<file path="config.mk">
export PLATFORM = sky130hd
export DESIGN_NAME = rxheaderbitp
export DESIGN_NICKNAME = d
export VERILOG_FILES = /design/src/rtl/rxheaderbitp_pkg.sv /design/src/rtl/rx_hec_lfsr.sv /design/src/rtl/rxheaderbitp.sv
export SDC_FILE = /design/constraint.sdc
export NUM_CORES = 1
export LEC_CHECK = 0
export ABC_CLOCK_PERIOD_IN_PS = 2900
export CAP_MARGIN = 10
export CELL_PAD_IN_SITES_DETAIL_PLACEMENT = 1
export CELL_PAD_IN_SITES_GLOBAL_PLACEMENT = 1
export CORE_ASPECT_RATIO = 0.6
export CORE_MARGIN = 5
export CORE_UTILIZATION = 30
export DETAILED_ROUTE_END_ITERATION = 8
export DONT_BUFFER_PORTS = 1
export PLACE_DENSITY = 0.66
export RECOVER_POWER = 25
export SYNTH_ARGS = -nofsm -noshare
export SYNTH_HDL_FRONTEND = slang
export SYNTH_SLANG_ARGS = --single-unit
</file>
<file path="constraint.sdc">
create_clock -name clk_6M -period 2.9 [get_ports clk_6M]
set_input_delay 0.29 -clock clk_6M [delete_from_list [all_inputs] [get_ports clk_6M]]
set_output_delay 0.29 -clock clk_6M [all_outputs]
set_load 0.02 [all_outputs]
</file>
<file path="src/rtl/rxheaderbitp_pkg.sv">
// Shared constants, state encoding and helpers for the RX access-code/header path.
// Field offsets and polynomials match the TX serializer.
package rxheaderbitp_pkg;

   localparam int TRAILER_LEN   = 4;
   localparam int HDR_TRIPLETS  = 18;
   localparam int HDR_FIELD_LEN = 10;
   localparam int HDR_BITS      = 3 * HDR_TRIPLETS;
   localparam int EDR_GUARD_LEN = 5;
   localparam int EDR_SYNC_LEN  = 11;

   localparam logic [7:0] HEC_POLY    = 8'hA7;
   localparam logic [6:0] WHITEN_TAPS = 7'h11;

   localparam int LT_ADDR_OFS = 0;
   localparam int TYPE_OFS    = 3;
   localparam int FLOW_OFS    = 7;
   localparam int ARQN_OFS    = 8;
   localparam int SEQN_OFS    = 9;

   typedef enum logic [2:0] {
      ST_IDLE,
      ST_TRAILER,
      ST_HEADER,
      ST_GUARD,
      ST_EDRSYNC
   } rx_state_e;

   function automatic logic [6:0] whiten_next(input logic [6:0] w);
      return {w[5:0], 1'b0} ^ ({7{w[6]}} & WHITEN_TAPS);
   endfunction

   function automatic logic maj3(input logic a, input logic b, input logic c);
      return (a & b) | (a & c) | (b & c);
   endfunction

endpackage

</file>
<file path="src/rtl/rx_hec_lfsr.sv">
// Serial 8-bit HEC checker: seeded with the UAP, fed header bits then check bits
// MSB-first; a good header leaves the register at zero.
module rx_hec_lfsr
   import rxheaderbitp_pkg::*;
(
   input  logic       clk_6M,
   input  logic       rst,
   input  logic       load,
   input  logic [7:0] seed,
   input  logic       shift,
   input  logic       din,
   output logic       zero
);

   logic [7:0] rem;

   always_ff @(posedge clk_6M) begin
      if (rst) begin
         rem <= '0;
      end else if (load) begin
         rem <= seed;
      end else if (shift) begin
         rem <= {rem[6:0], 1'b0} ^ ({8{rem[7] ^ din}} & HEC_POLY);
      end
   end

   assign zero = (rem == 8'h00);

endmodule

</file>
<file path="src/rtl/rxheaderbitp.sv">
// RX trailer/header decoder: FEC-1/3 majority vote, de-whitening, HEC check,
// field latch and BR/EDR payload start strobes.
//
// state      | meaning
// -----------+---------------------------------------------------------
// ST_IDLE    | waiting for sync_found_p
// ST_TRAILER | skipping the trailer bits
// ST_HEADER  | collecting 54 header bits, then one cycle for the HEC verdict
// ST_GUARD   | EDR guard time
// ST_EDRSYNC | EDR sync sequence, py_st_p at its end
module rxheaderbitp
   import rxheaderbitp_pkg::*;
(
   input  logic        clk_6M,
   input  logic        rst,
   input  logic        p_1us,
   input  logic        rxbit,
   input  logic        sync_found_p,
   input  logic        idpkt,
   input  logic        rx_abort,
   input  logic        packet_BRmode,
   input  logic        regi_rxwhitening,
   input  logic [7:0]  regi_hec_UAP,
   input  logic [27:0] CLK,
   input  logic [2:0]  regi_LT_ADDR,
   output logic        id_rcv_p,
   output logic        header_period,
   output logic        header_ok_p,
   output logic        header_err_p,
   output logic        lt_addr_match,
   output logic [2:0]  rx_LT_ADDR,
   output logic [3:0]  rx_packet_type,
   output logic        rx_FLOW,
   output logic        rx_ARQN,
   output logic        rx_SEQN,
   output logic        guard_st_p,
   output logic        edrsync11_st_p,
   output logic        py_st_p,
   output logic [6:0]  whitening
);

   rx_state_e    state;
   logic [5:0]   bitcnt;
   logic [1:0]   phase;
   logic [4:0]   trip;
   logic [3:0]   tmr;
   logic [1:0]   b_hist;
   logic [9:0]   field_sr;
   logic         hdr_done;
   logic         hdr_bit;
   logic         hec_load;
   logic         hec_shift;
   logic         hec_zero;
   logic         unused_clk;

   assign unused_clk = ^{CLK[27:7], CLK[0]};

   assign hdr_bit   = maj3(b_hist[0], b_hist[1], rxbit) ^ (regi_rxwhitening & whitening[6]);
   assign hec_load  = !rx_abort && (state == ST_IDLE) && p_1us && sync_found_p && !idpkt;
   assign hec_shift = !rx_abort && (state == ST_HEADER) && !hdr_done && p_1us && (phase == 2'd2);

   rx_hec_lfsr u_hec (
      .clk_6M (clk_6M),
      .rst    (rst),
      .load   (hec_load),
      .seed   (regi_hec_UAP),
      .shift  (hec_shift),
      .din    (hdr_bit),
      .zero   (hec_zero)
   );

   always_ff @(posedge clk_6M) begin
      if (rst) begin
         state          <= ST_IDLE;
         bitcnt         <= '0;
         phase          <= '0;
         trip           <= '0;
         tmr            <= '0;
         b_hist         <= '0;
         field_sr       <= '0;
         hdr_done       <= 1'b0;
         whitening      <= '0;
         id_rcv_p       <= 1'b0;
         header_period  <= 1'b0;
         header_ok_p    <= 1'b0;
         header_err_p   <= 1'b0;
         lt_addr_match  <= 1'b0;
         rx_LT_ADDR     <= '0;
         rx_packet_type <= '0;
         rx_FLOW        <= 1'b0;
         rx_ARQN        <= 1'b0;
         rx_SEQN        <= 1'b0;
         guard_st_p     <= 1'b0;
         edrsync11_st_p <= 1'b0;
         py_st_p        <= 1'b0;
      end else begin
         id_rcv_p       <= 1'b0;
         header_ok_p    <= 1'b0;
         header_err_p   <= 1'b0;
         guard_st_p     <= 1'b0;
         edrsync11_st_p <= 1'b0;
         py_st_p        <= 1'b0;

         if (rx_abort) begin
            state         <= ST_IDLE;
            header_period <= 1'b0;
            hdr_done      <= 1'b0;
         end else begin
            case (state)
               ST_IDLE: begin
                  if (p_1us && sync_found_p) begin
                     if (idpkt) begin
                        id_rcv_p <= 1'b1;
                     end else begin
                        state         <= ST_TRAILER;
                        bitcnt        <= '0;
                        phase         <= '0;
                        trip          <= '0;
                        tmr           <= 4'(TRAILER_LEN - 1);
                        header_period <= 1'b1;
                        whitening     <= {1'b1, CLK[6:1]};
                     end
                  end
               end

               ST_TRAILER: begin
                  if (p_1us) begin
                     if (tmr == 4'd0) state <= ST_HEADER;
                     else             tmr   <= tmr - 4'd1;
                  end
               end

               ST_HEADER: begin
                  // Verdict cycle: the HEC register has absorbed the last check bit.
                  if (hdr_done) begin
                     hdr_done <= 1'b0;
                     if (hec_zero) begin
                        header_ok_p    <= 1'b1;
                        rx_LT_ADDR     <= field_sr[LT_ADDR_OFS +: 3];
                        rx_packet_type <= field_sr[TYPE_OFS +: 4];
                        rx_FLOW        <= field_sr[FLOW_OFS];
                        rx_ARQN        <= field_sr[ARQN_OFS];
                        rx_SEQN        <= field_sr[SEQN_OFS];
                        lt_addr_match  <= (field_sr[LT_ADDR_OFS +: 3] == regi_LT_ADDR);
                        if (packet_BRmode) begin
                           py_st_p <= 1'b1;
                           state   <= ST_IDLE;
                        end else begin
                           guard_st_p <= 1'b1;
                           tmr        <= 4'(EDR_GUARD_LEN - 1);
                           state      <= ST_GUARD;
                        end
                     end else begin
                        header_err_p <= 1'b1;
                        state        <= ST_IDLE;
                     end
                  end else if (p_1us) begin
                     bitcnt <= bitcnt + 6'd1;
                     if (phase == 2'd2) begin
                        phase     <= '0;
                        trip      <= trip + 5'd1;
                        whitening <= whiten_next(whitening);
                        if (trip < 5'(HDR_FIELD_LEN)) field_sr <= {hdr_bit, field_sr[9:1]};
                     end else begin
                        b_hist[phase[0]] <= rxbit;
                        phase            <= phase + 2'd1;
                     end
                     if (bitcnt == 6'(HDR_BITS - 1)) begin
                        hdr_done      <= 1'b1;
                        header_period <= 1'b0;
                     end
                  end
               end

               ST_GUARD: begin
                  if (p_1us) begin
                     if (tmr == 4'd0) begin
                        edrsync11_st_p <= 1'b1;
                        tmr            <= 4'(EDR_SYNC_LEN - 1);
                        state          <= ST_EDRSYNC;
                     end else begin
                        tmr <= tmr - 4'd1;
                     end
                  end
               end

               ST_EDRSYNC: begin
                  if (p_1us) begin
                     if (tmr == 4'd0) begin
                        py_st_p <= 1'b1;
                        state   <= ST_IDLE;
                     end else begin
                        tmr <= tmr - 4'd1;
                     end
                  end
               end

               default: state <= ST_IDLE;
            endcase
         end
      end
   end

endmodule
</file>
-- Word level (Yosys, flattened, before mapping)
Cells that the tools add are included.
- add/subtract/negate cells: 4
- order comparisons: 3
- equality and inequality tests: 24
- mux-type cells: 69
- bitwise operators: 18
- reductions and logical operators: 33
- operator list (operator ; count):
    4-bit 2-to-1 mux ; 9
    7-bit 2-to-1 mux ; 5
    3-bit 2-to-1 mux ; 10
    2-bit inequality test, second input constant ; 13
    5-bit 2-to-1 mux ; 5
    6-bit 2-to-1 mux ; 4
    1-bit 2-to-1 mux ; 18
    6-bit AND reduction ; 3
    8-bit 2-to-1 mux ; 2
    4-bit one-hot mux with 4 select lines ; 1
    3-bit one-hot mux with 5 select lines ; 1
    7-bit one-hot mux with 2 select lines ; 1
    2-bit 2-to-1 mux ; 6
    6-bit one-hot mux with 2 select lines ; 1
    1-bit logical AND ; 10
    5-bit one-hot mux with 2 select lines ; 1
    10-bit AND reduction ; 1
    9-bit AND reduction ; 1
    8-bit logical NOT ; 1
    2-bit by 1-bit inequality test with 1-bit output, second input constant ; 4
    1-bit inverter ; 8
    4-bit OR reduction ; 2
    8-bit XOR ; 1
    7-bit AND reduction ; 1
    31 further kinds ; 42
- register bits: 66
- input bits: 48
- output and inout port bits: 25
- word-level logic and storage cells: 174

-- Longest topological paths before layout
- word-level depth: 8
- mapped depth: 8
- mapped depth without buffers: 7

-- Cells and area by module
A second synthesis with hierarchy kept.
- cells, all modules: 362
- area, all modules: 3258.1 um^2
- modules (own cells, without submodules) (module ; instances ; cells an instance ; area each (um^2) ; sequential area each (um^2)):
    rxheaderbitp ; 1 ; 310 ; 2801.4 ; 1161.1
    rx_hec_lfsr ; 1 ; 52 ; 456.7 ; 160.2

-- Worst setup path after synthesis
OpenSTA, ideal clock, no wires.
- path kind: register to register
- start point: register state[2]
- end point: register u_hec.rem[4]
- library setup time: 0.128 ns
- arrival: 1.960 ns
- required time: 2.772 ns
- setup slack: 0.812 ns
- cell stages (with the launch flop): 9
- path buffers: 3
- period minus slack after synthesis: 2.088 ns
- cell sequence: dfxtp_1 -> buf_6 -> or4b_4 -> or3b_1 -> buf_6 -> a21o_1 -> buf_2 -> a222oi_1 -> nor2_1
- longest elaborated chain between the ends: 6
- elaborated cells between the ends (all ways): 12
- classes of those cells: eq/ne (1); mux (1); reduce/logical (10)
- RTL lines (what ; RTL line ; text):
    start: declaration ; rxheaderbitp.sv:42 ; rx_state_e state;
    start signal: assignment ; rxheaderbitp.sv:74 ; state <= ST_IDLE;
    start signal: assignment ; rxheaderbitp.sv:105 ; state <= ST_IDLE;
    start signal: assignment ; rxheaderbitp.sv:115 ; state <= ST_TRAILER;
    3-bit by 2-bit equality test with 1-bit output or 3-bit logical NOT (tied branches) ; rxheaderbitp.sv:60, rxheaderbitp.sv:59 ;
    1-bit logical AND (on tied branches) (4 in a row) ; rxheaderbitp.sv:60, rxheaderbitp.sv:59 ;
    2-bit nonzero test (no source line) or 8-bit 2-to-1 mux (tied branches) ; -- ;
    end signal: assignment ; rx_hec_lfsr.sv:23 ; rem <= {rem[6:0], 1'b0} ^ ({8{rem[7] ^ din}} & HEC_POLY);
    end: declaration ; rx_hec_lfsr.sv:15 ; logic [7:0] rem;
Several ways; a longest one is shown, not always the timed one.
A chain may end at the register's enable or synchronous reset.

-- Worst setup path after layout
- start point: register state[2]
- end point: register trip[0]
- longest elaborated chain between the ends: 3
- elaborated cells between the ends (all ways): 10
- classes of those cells: eq/ne (6); mux (1); reduce/logical (3)
- RTL lines (what ; RTL line ; text):
    3-bit by 2-bit equality test with 1-bit output or 3-bit logical NOT (tied branches) ; rxheaderbitp.sv:109 ; case (state)
    2-bit by 1-bit inequality test with 1-bit output (no source line), or another cell as far along ; -- ;
    7-bit AND reduction (no source line) ; -- ;
    end signal: assignment ; rxheaderbitp.sv:161 ; trip <= trip + 5'd1;
    end: declaration ; rxheaderbitp.sv:45 ; logic [4:0] trip;
Several ways; a longest one is shown, not always the timed one.

==> summary.md <==
| Metric | Value |
|---|---|
| Tmin final | roughly 2.5 ns |
| Gpl congestion | 0.754 |
| Core Area | 10000 um^2 |
| Net Sw Power | 450 uW |
| Commonest cells after routing, fill and taps aside | 66 x dfxtp_1, 61 x nor2_1, 30 x nand2_1 |
| Area leader, netlist | dfxtp_1 |
| CP max stage delay | 0.59 ns |
| Total Nets Final | 407 |
| Worst EP required | 3.15 ns |
| Via-per-instance ratio | 5.14 |
| Drt total wl | between 8 and 9 mm |
| Number of global-route vias before repair | 2502 |
| Unrepaired setup endpoints after global routing | no |
| Synth unique cells | between 50 and 60 |
| Hold Path Sink | guard_st_p |
| Post-synth EDFFs | 0 |
| Main area contributors after synthesis | dfxtp_1 42%, mux2i_1 7.4%, nor2_1 7.3% |
| Worst slew pin tran | 0.682 ns |
| Sw frac | 22.2% |
| Synth Area per Inst | 8.79 um^2 |
| Class of the worst hold path | in2reg |
| Critical path class | reg2reg |
| Gr usage total | 14.1% |
| Final setup viols | 0 |
| CTS Buf Count | 9 |
| FF-to-FF setup slack | between 0.3 and 0.4 ns |
| Sequential share of the synthesized area | 42.2% |
| Commonest non-fill, non-tap cell in the layout | dfxtp_1 |
| Pin count of the biggest net entering global routing | 49 |
| DRT Pass-1 Iters | 4 |
| Die Wd | 142 um |
| Synthesized net count | about 400 |
| Status | completed |
| CTS tree | done |
| First-iteration detailed-routing DRC count | 201 |
| First-pass GRT wire length | 13.8 mm |
| Via count | 2538 |
| Fmax | 397 MHz |
| Remaining DRCs | 0 |
| Flops & latches, synth | 66 |
| CP max-delay cell | or4b_4 |
| Min-Delay Startpoint | packet_BRmode |
| IO Count | 73 |
| Clock transition at path regs | 0.05 ns |
| CP delay by family, top | simple AND/OR/NAND/NOR gates |
| Fraction of layout cells with a size suffix above 1 | 8.91% |
| Worst rel slew slack | a little over half |
| Period utilization | 86.8% |
| Hold Path Stages | 1 |
| # port buffers | 0 |
| Layout area overhead | 12.9% |
| Rows | 28 |
| Final Skew | 0.00800 ns |
| Mapped Cells | 356 |
| Async S/R FF share, synth | 0% |
| Final hold vios | 0 |
| ANT nets after route | 0 |
| # diodes | 0 |
| Synth warnings | 0 |
| Antenna violations before repair | 0 |
| CTS Root Cell | clkbuf_16 |
| Clock Power Share | 48.7% |
| Skew-Pair Late Insertion Delay | roughly 0.33 ns |
| Fin Setup TNS | 0 ns |
| Share of power burned in registers | 46.2% |
| Power Density | 573 nW/um^2 |
| Area post-placement | between 3000 and 4000 um^2 |
| Number of post-CTS setup repair buffers | 0 |
| Critical R2R Launch | state[2] |
| Hold Buf Count CTS | 0 |
| Clock buffer depth | 2 |
| Pre-CTS setup slack | about 0.40 ns |
| Register-to-Register Path Depth | 5 |
| Lkg Pwr | 1.27 nW |
| WP buf/inv | 0 |
| Synth top area share | 42.2% |
| WL/cell | 17.4 um |
| Post-route cell area | 3530 um^2 |
| Combinational fraction of design power | roughly 5% |
| Dpl hpwl | 6.21 mm |
| PostCTS Resize Cnt | 0 |
| Starting Density | 31.2% |
| Critical-path cell list | or4b_4 > or3b_1 > a21o_1 > or3_1 > a21oi_1 |
| CTS H-tree depth | 3 |
| Remaining global-route overflow | 0 |
| CP endpoint kind | register |
| Height of the die | between 80 and 90 um |
| Post-route setup slack | 0.384 ns |
| Die footprint | approximately 13000 um^2 |
| Worst Path Arrival | 2.77 ns |
| Internal power | 1.58 mW |
| Clock Sinks | 66 |
| Crit Path Max Fanout | 16 |
| Cell Area, Synth | 3130 um^2 |
| Startpoint Class | register |
| Overall power | 2.02 mW |
| Max Cap Viol | 0 |
| FF-to-FF End | trip[0] |
| Top FF cell, synth | dfxtp_1 |
| Final Max Tran Viols | 0 |
| Peak supply drop | 0.294 mV |
[layout make-up]
type                       instances  area, um^2
timing repair buffer               9        67.6
multi-input combinational        262        1680
fill                            1187        6490
clock inverter                     3        15.0
tap                              135         169
clock buffer                      12         256
inverter                           7        26.3
sequential                        66        1320
[per-stage QoR]
stage                     hold WS [ns]  instances  utilization, %
after global placement           0.376        479            32.6
after global routing            0.0252        494            35.3
after CTS                       0.0188        494            35.3
after detailed placement         0.368        479            32.6
final                           0.0411        494            35.3
after floorplan                  0.369        356               -
[state kept, by name, indices dropped and copies added, names as in the netlist, 2 cells and up]
name,flops
b_hist,2
bitcnt,6
field_sr,10
phase,2
rx_LT_ADDR,3
rx_packet_type,4
state,3
tmr,4
trip,5
u_hec.rem,8
whitening,7
[worst reg2reg max path, delay by kind of cell (launching register included)]
| kind | cells | cell delay (ns) |
|---|---|---|
| flops | 1 | 0.49 |
| simple gates | 3 | 1.46 |
| compound gates | 2 | 0.49 |
[power groups by stage]
stage / clock [mW] / sequential (mW) / combinational (mW)
after floorplan: 0 / 0.951 / 0.0915
after global placement: 0 / 0.954 / 0.0985
after detailed placement: 0 / 0.955 / 0.101
after CTS: 1.03 / 0.935 / 0.102
after global routing: 1.06 / 0.936 / 0.113
final: 0.987 / 0.936 / 0.102
[worst max path at each step]
stage | slack (ns) | endpoint | from | depth (start not counted)
after detailed placement | 0.40 | trip[0] | state[2] | 5
after CTS | 0.38 | trip[0] | state[2] | 5
final | 0.38 | trip[0] | state[2] | 5
after floorplan | 0.81 | u_hec.rem[4] | state[2] | 8
after global placement | 0.48 | trip[0] | state[2] | 5
after global routing | 0.24 | trip[0] | state[2] | 5
[cell usage after synthesis, drive strengths merged, types with 2 or more instances]
cell type and count:
a211oi 10, a21oi 21, a222oi 5, a311oi 5, and2 3, buf 6, clkbuf 15, dfxtp 66
ha 4, inv 7, mux2i 23, nand2 30, nand2b 4, nand3 5, nand3b 3, nand4 5
nor2 61, nor2b 5, nor3 14, nor3b 5, nor4 5, o211ai 2, o21ai 6, o21bai 2
or2 2, or3 2, or3b 3, xnor2 14, xor2 5
[cell families after synthesis]
kind of cell	count (synthesis)	synth area share (%)
buffers and inverters	28	4.20
multiplexers	23	7.35
adder cells (fa/ha/maj)	5	1.92
AND/OR/NAND/NOR	151	23.5
XOR/XNOR	20	6.08
flip-flops	66	42.2
AO/OA/AOI/OAI	63	14.7
[metal layers]
layer	global-route usage [%]	wire length [um]	vias up
met1	19.0	4300	1231
met2	21.6	3740	45
met5	0	0	-
met3	5.08	504	6
li1	-	-	1256
met4	3.40	43	0
Note: power is estimated with default switching activity, not from simulation.
